--- src/rtl/imem_load_ctrl_if.sv ---
// Loader-to-controller word stream: valid/ready handshake carrying one instruction word per beat.
interface imem_load_ctrl_if #(
    parameter int Width = 32
);
    logic             ld_valid;
    logic [Width-1:0] ld_data;
    logic             ld_ready;

    modport master (output ld_valid, output ld_data, input ld_ready);
    modport slave  (input ld_valid, input ld_data, output ld_ready);
endinterface

--- src/rtl/imem_load_ctrl.sv ---
// Instruction-memory sequencer: holds the core while a program streams into consecutive words
// from address 0, then hands the memory read port over to fetch.
module imem_load_ctrl #(
    parameter int               Depth    = 128,
    parameter int               Width    = 32,
    parameter int               AddrW    = $clog2(Depth) + 2,
    parameter logic [Width-1:0] NopInstr = Width'(32'h00000013)
) (
    input  logic                       clk,
    input  logic                       reset,
    input  logic                       load_start,
    input  logic [$clog2(Depth):0]     load_len,
    input  logic                       run_go,
    imem_load_ctrl_if.slave            loader,
    input  logic [AddrW-1:0]           fetch_addr,
    output logic [Width-1:0]           fetch_instr,
    output logic                       core_hold,
    output logic                       mem_we0,
    output logic [AddrW-1:0]           mem_wr_addr0,
    output logic [Width-1:0]           mem_wr_din0,
    output logic [AddrW-1:0]           mem_rd_addr0,
    input  logic [Width-1:0]           mem_rd_dout0,
    output logic                       load_done,
    output logic                       load_err,
    output logic [$clog2(Depth):0]     words_loaded
);

    localparam int IdxW = $clog2(Depth);
    localparam int LenW = IdxW + 1;

    typedef enum logic [1:0] {
        HOLD = 2'd0,
        LOAD = 2'd1,
        RUN  = 2'd2
    } state_t;

    state_t          state;
    state_t          state_next;
    logic [LenW-1:0] cnt;
    logic [LenW-1:0] len;
    logic            len_legal;
    logic            start_req;
    logic            start_ok;
    logic            accept;
    logic            last_word;

    // Load requests are only honoured outside LOAD; an illegal length is reported and dropped.
    assign len_legal = (load_len != '0) && (load_len <= LenW'(Depth));
    assign start_req = load_start && (state != LOAD);
    assign start_ok  = start_req && len_legal;
    assign accept    = (state == LOAD) && loader.ld_valid;
    assign last_word = accept && (cnt == len - LenW'(1));

    always_ff @(posedge clk) begin
        if (reset) begin
            state <= HOLD;
        end else begin
            state <= state_next;
        end
    end

    always_comb begin
        state_next = state;
        unique case (state)
            HOLD: begin
                if (start_ok) begin
                    state_next = LOAD;
                end else if (run_go) begin
                    state_next = RUN;
                end
            end
            LOAD: begin
                if (last_word) begin
                    state_next = RUN;
                end
            end
            RUN: begin
                if (start_ok) begin
                    state_next = LOAD;
                end
            end
            default: state_next = HOLD;
        endcase
    end

    always_ff @(posedge clk) begin
        if (reset) begin
            cnt          <= '0;
            len          <= '0;
            words_loaded <= '0;
            load_done    <= 1'b0;
            load_err     <= 1'b0;
        end else begin
            load_done <= last_word;
            load_err  <= start_req && !len_legal;
            if (start_ok) begin
                len          <= load_len;
                cnt          <= '0;
                words_loaded <= '0;
            end else if (accept) begin
                cnt          <= cnt + LenW'(1);
                words_loaded <= words_loaded + LenW'(1);
            end
        end
    end

    // Write port is driven only while loading; otherwise it is parked at zero.
    always_comb begin
        core_hold       = (state != RUN);
        loader.ld_ready = (state == LOAD);
        mem_we0         = loader.ld_valid && (state == LOAD);
        mem_wr_addr0    = '0;
        mem_wr_din0     = '0;
        if (state == LOAD) begin
            mem_wr_addr0 = AddrW'({cnt[IdxW-1:0], 2'b00});
            mem_wr_din0  = loader.ld_data;
        end
        mem_rd_addr0 = fetch_addr;
        fetch_instr  = (state == RUN) ? mem_rd_dout0 : NopInstr;
    end

endmodule

--- src/flat_wrapper.sv ---
// flat-port wrapper written by rule: the top's interface ports become plain ports
module imem_load_ctrl_flat 
#(
    parameter int               Depth    = 128,
    parameter int               Width    = 32,
    parameter int               AddrW    = $clog2(Depth) + 2,
    parameter logic [Width-1:0] NopInstr = Width'(32'h00000013)
)
  (clk, reset, load_start, load_len, run_go, fetch_addr, fetch_instr, core_hold, mem_we0, mem_wr_addr0, mem_wr_din0, mem_rd_addr0, mem_rd_dout0, load_done, load_err, words_loaded, loader_ld_valid, loader_ld_data, loader_ld_ready);
  imem_load_ctrl_if #(.Width(Width)) loader_i ();
  input  logic clk;
  input  logic reset;
  input  logic load_start;
  input  logic [$clog2(Depth):0] load_len;
  input  logic run_go;
  input  logic [AddrW-1:0] fetch_addr;
  output logic [Width-1:0] fetch_instr;
  output logic core_hold;
  output logic mem_we0;
  output logic [AddrW-1:0] mem_wr_addr0;
  output logic [Width-1:0] mem_wr_din0;
  output logic [AddrW-1:0] mem_rd_addr0;
  input  logic [Width-1:0] mem_rd_dout0;
  output logic load_done;
  output logic load_err;
  output logic [$clog2(Depth):0] words_loaded;
  input wire logic [$bits(loader_i.ld_valid)-1:0] loader_ld_valid;
  input wire logic [$bits(loader_i.ld_data)-1:0] loader_ld_data;
  output wire logic [$bits(loader_i.ld_ready)-1:0] loader_ld_ready;
  assign loader_i.ld_valid = loader_ld_valid;
  assign loader_i.ld_data = loader_ld_data;
  assign loader_ld_ready = loader_i.ld_ready;
  imem_load_ctrl #(.Depth(Depth), .Width(Width), .AddrW(AddrW), .NopInstr(NopInstr)) u_core (.clk(clk), .reset(reset), .load_start(load_start), .load_len(load_len), .run_go(run_go), .loader(loader_i), .fetch_addr(fetch_addr), .fetch_instr(fetch_instr), .core_hold(core_hold), .mem_we0(mem_we0), .mem_wr_addr0(mem_wr_addr0), .mem_wr_din0(mem_wr_din0), .mem_rd_addr0(mem_rd_addr0), .mem_rd_dout0(mem_rd_dout0), .load_done(load_done), .load_err(load_err), .words_loaded(words_loaded));
endmodule
--- config.mk ---
export PLATFORM = sky130hd
export DESIGN_NAME = imem_load_ctrl_flat
export DESIGN_NICKNAME = d
export VERILOG_FILES = /design/src/rtl/imem_load_ctrl_if.sv /design/src/rtl/imem_load_ctrl.sv /design/src/flat_wrapper.sv
export SDC_FILE = /design/constraint.sdc
export NUM_CORES = 1
export LEC_CHECK = 0
export BUFFER_PORTS_ARGS = -buffer_cell sky130_fd_sc_hd__buf_2
export CORE_AREA = 3 3 74 76
export DETAILED_ROUTE_END_ITERATION = 7
export DIE_AREA = 0 0 77 79
export PLACE_DENSITY = 0.95
export SLEW_MARGIN = 20
export SYNTH_ARGS = -nofsm -noshare
export SYNTH_HDL_FRONTEND = slang
export SYNTH_SLANG_ARGS = --single-unit
--- constraint.sdc ---
create_clock -name clk -period 5.2 [get_ports clk]
set_input_delay 0.26 -clock clk [delete_from_list [all_inputs] [get_ports clk]]
set_output_delay 0.26 -clock clk [all_outputs]
set_load 0.03 [all_outputs]
==> Word level (Yosys, flattened, before mapping) <==
Cells that the tools add are included.
{ "word_totals": {"regBits": 28, "latchBits": 0, "mem_bits_rw": 0, "rom_bits": 0, "output_inout_bits": 95, "word_cells": 37, "mem_count": 0} }
{ "classes": {"n_addsub": 3, "n_mul": 0, "div": 0, "order_cmp": 1, "eq_ne": 8, "n_shift": 0, "n_mux": 8, "n_bitwise": 0, "n_reduce_logical": 11} }
{ "op_table": {"columns": ["cell", "n"], "rows": [
  ["32-bit 2-to-1 mux", 2],
  ["8-bit by 1-bit adder with 8-bit output (second input constant)", 2],
  ["9-bit 2-to-1 mux", 1],
  ["8-bit == test", 1],
  ["8-bit <= comparator (second input constant)", 1],
  ["2-bit 2-to-1 mux", 4],
  ["8-bit nonzero test", 1],
  ["8-bit by 1-bit subtractor with 8-bit output (second input constant)", 1],
  ["1-bit logical AND", 6],
  ["2-bit by 1-bit != test with 1-bit output (second input constant)", 3],
  ["2-bit case mux with 3 select lines", 1],
  ["3-bit by 2-bit != test with 1-bit output (second input constant)", 1],
  ["3-bit AND reduction", 1],
  ["2-bit by 1-bit == test with 1-bit output (second input constant)", 1],
  ["2-bit == test (second input constant)", 1],
  ["2-bit zero test", 1],
  ["2-bit != test (second input constant)", 1],
  ["2-bit OR reduction", 1],
  ["1-bit zero test", 1]
]} }

==> Longest topological paths before layout <==
{ "depth": {"word_depth": 5, "ltp_mapped": 8, "mapped_depth_nobuf": 7} }

==> Worst setup path after synthesis <==
OpenSTA, ideal clock, no wires.
{ "synth_path": {"kind": "register to register", "start": "register u_core.len[0]", "end": "register u_core.state[0]", "setup_ps": 117, "t_arrival_ps": 1646, "setup_slack_ps": 3437, "stages_incl_launch_ff": 8, "n_path_buf": 0, "cell_sequence": "dfxtp_1 -> inv_1 -> ha_1 -> xor2_1 -> nand3_1 -> a211oi_1 -> o2111ai_1 -> a32o_1"} }
{ "synth_between": {"elab_chain_cells": 5} }
{ "synth_rtl": {"columns": ["item", "line", "text"], "rows": [
  ["start, declared", "imem_load_ctrl.sv:40", "logic [LenW-1:0] len;"],
  ["start signal, assigned", "imem_load_ctrl.sv:97", "len <= load_len;"],
  ["8-bit by 1-bit subtractor with 8-bit output", "imem_load_ctrl.sv:52", "assign last_word = accept && (cnt == len - LenW'(1));"],
  ["8-bit == test", "imem_load_ctrl.sv:52", null],
  ["1-bit logical AND", "imem_load_ctrl.sv:52", null],
  ["2-bit by 1-bit != test with 1-bit output (no source line)", null, null],
  ["3-bit AND reduction (no source line)", null, null],
  ["end signal, assigned", "imem_load_ctrl.sv:58", "state <= state_next;"],
  ["end, declared", "imem_load_ctrl.sv:37", "state_t state;"]
]} }
Every way passes these cells.
A chain may end at the register's enable or synchronous reset.

==> Worst setup path after layout <==
{ "layout_path": {"start": "register u_core.state[0]", "end": "output port mem_wr_din0[29]"} }
{ "layout_between": {"elab_chain_cells": 2} }
{ "layout_rtl": {"columns": ["item", "line", "text"], "rows": [
  ["2-bit by 1-bit == test with 1-bit output", "imem_load_ctrl.sv:114", "if (state == LOAD) begin"],
  ["32-bit 2-to-1 mux", "imem_load_ctrl.sv:114", null],
  ["end, declared", "flat_wrapper.sv:21", "output logic [Width-1:0] mem_wr_din0;"]
]} }
Every way passes these cells.

==> out/qor.txt <==
setup TNS -> 0 ns
gr busiest metal -> met2
largest net degree at the start of global routing -> 41
Clock Path Buffers -> 2
Initial Utilization -> 40.6%
first-pass GRT wire length -> 9670 um
CTS tree -> yes
synth top area cells -> dfxtp_1, and2_1, xnor2_1
Resize count post-CTS -> 0
Synth Register Bits -> 28
CP cell instances -> nand2b_1 > inv_1 > and2_1 > buf_2
routed wire length -> 6290 um
clk_skew -> 0.00145 ns
largest family of logic cells by synthesized area -> simple AND/OR/NAND/NOR gates
Setup crit end kind -> output pin
max cap viols -> 0
WHS -> 0.235 ns
sequential fraction of the synthesis area -> 28.8%
Worst-path clk slew -> 0.09 ns
Final ANT Viol Nets -> 0
clock root buffer -> clkbuf_8
CP max stage cell -> inv_1
routed vias/inst -> 4.61
cell accounting for the most synthesized area -> dfxtp_1
post-DP HPWL -> 5300 um
clock sinks -> 28
die area -> 6080 um2
Distinct cells, synth -> 36
All-Layer GR Usage -> 19.4%
WP data required -> 4.94 ns
fin nets -> 480
PortBufs -> 160
standard-cell row count -> 25
FMAX -> 457 MHz
Critical Path AT -> 1.93 ns
TritonCTS buffer count -> 3
Tcrit/Tclk final -> 42.1%
share of layout cells above drive strength 1 -> 43.6%
ant diodes -> 0
Finish-stage setup viols -> 0
GRT overflow -> 0
Leak -> 1.51 nW
Worst setup SP type -> flop
drt wl/cell -> 13.8 um
core footprint -> 4790 um2
I/O pin cnt -> 181
Hold-fix buffers, CTS -> 0
status -> complete, no violations
Die X -> 77 um
worst slew pin tran -> 0.847 ns
Die H -> 79 um
mux share of post-synthesis cell area -> 4.12%
First-pass DRT Iterations -> 4
Skew-Pair Late Insertion Delay -> 0.28 ns
Slew HR -> 43.4%
synthesized cell area -> 1940 um2
Synth Area in Adders -> 1.93%
RSZ-0062 raised after global routing -> no
Final Slew Violations -> 0
syn_area_per_cell -> 7.94 um2
worst min path class -> primary input to flop
CP Max Fanout -> 40
initial antenna violation count -> 0
Final min period -> 2.19 ns
CP max stage delay -> 0.64 ns
Ys Warns -> 0
Crit Path Class -> flop to output pin
Yosys top cell area share -> 28.8%
Compound-Gate Fraction of Synth Area -> 4.57%
final hold vios -> 0
area share of xor/xnor cells in the synthesized design -> 11.3%
Simple-Gate Fraction of Synth Area -> 39.8%
worst vdd ir -> 0.000101 V
H-tree Lvls -> 1
gp weighted congestion -> 0.888
routing usage on met3 -> 6.01%
# DRC -> 0
routing usage on met1 -> 24.2%
via count -> 2105
initial detailed-routing violation count -> 79
post-CTS setup buffer count -> 0
met2 usage -> 33.8%
area grow syn2layout -> 41.8%
vias in the first global route -> 2017
Power per Cell Area -> 201 nW/um2
Gate Count Post-Synth -> 245
[worst max-delay path, delay by kind of cell, from the launching register on]
kind | cells | cell delay, ns
buffers and inverters | 2 | 0.85
DFF | 1 | 0.41
and+or+nand+nor | 2 | 0.39
[per-layer routing]
metal / part of all wire, % / vias to the layer above
li1: - / 1057
met1: 42 / 936
met2: 49 / 108
met3: 8.4 / 4
met4: 0.33 / 0
met5: 0 / -
[sequential cells by signal, indices dropped and copies added, names as in the netlist]
register / cells
u_core.load_err: 1
u_core.state: 2
u_core.cnt: 8
u_core.load_done: 1
u_core.words_loaded: 8
u_core.len: 8
[report_power, final]
group	internal [mW]	total, mW	switching, mW
Clock	0.0679	0.135	0.0667
Combinational	0.0739	0.192	0.118
Sequential	0.220	0.228	0.00812
Total	0.362	0.555	0.193
[Yosys cell counts, drive strengths merged]
master,count
ha,3
mux2i,8
and4,1
or3,2
clkinv,1
nand2b,4
nand3b,1
a21boi,1
and3b,1
conb,1
nor4,4
nand2,13
nand3,7
a21o,1
a221oi,1
o2111ai,1
xor2,12
nor2b,1
inv,8
nor3,6
or4,1
clkbuf,8
dfxtp,28
a211oi,1
xnor2,13
o2111a,1
a32o,1
nor2,28
o21bai,1
or2,1
and2,67
a21oi,4
buf,14
[cells by family (layout without fill, tap and decap cells)]
| family | after synthesis | in the layout |
|---|---|---|
| AND/OR/NAND/NOR | 137 | 137 |
| buffers and inverters | 31 | 175 |
| flip-flops | 28 | 28 |
| XOR/XNOR | 25 | 25 |
| AO/OA/AOI/OAI | 12 | 12 |
| multiplexers | 8 | 8 |
| adder cells (fa/ha/maj) | 3 | 3 |
| other | 1 | 2 |
[cell usage in the layout (no fill, tap or decap), drive strengths merged]
cell type  instances
clkbuf             4
a21boi             1
a32o               1
dfxtp             28
or4                1
buf              162
inv                8
clkinv             1
o2111a             1
and3b              1
a21o               1
and4               1
ha                 3
nor3               6
nand2b             4
nor4               4
nor2              28
xor2              12
xnor2             13
or2                1
or3                2
o2111ai            1
a211oi             1
mux2i              8
and2              67
conb               2
nand2             13
a21oi              4
o21bai             1
a221oi             1
nand3              7
nor2b              1
nand3b             1
[stage by stage]
stage               instance area [um2]  instances  worst slack [ns]  util (%)  total power, mW
floorplan                          1950        246              3.44         -            0.375
global placement                   2700        453              3.36      56.4            0.421
detailed placement                 2700        453              3.28      56.4            0.425
CTS                                2760        457              3.01      57.6            0.560
global route                       2760        457              2.80      57.6            0.582
finish                             2760        457              3.01      57.6            0.555
[final cells by class]
type | count | area, um2
Inverter | 9 | 33.8
Timing Repair Buffer | 162 | 816
Tap cell | 67 | 83.8
Clock buffer | 4 | 55.1
Sequential cell | 28 | 561
Multi-Input combinational cell | 187 | 1210
Fill cell | 440 | 2030
[path summary, 6_finish.rpt]
kind / slack (ns) / start / endpoint / cells past startpoint
hold / removal: 0.23 / load_len[3] / u_core.len[3] / 3
setup / recovery: 3.01 / u_core.state[0] / mem_wr_din0[29] / 4
hold reg to reg: 0.51 / u_core.words_loaded[1] / u_core.words_loaded[1] / 2
setup reg to reg: 3.22 / u_core.len[0] / u_core.state[0] / 7
No activity file was read; power rests on OpenSTA's default activity.
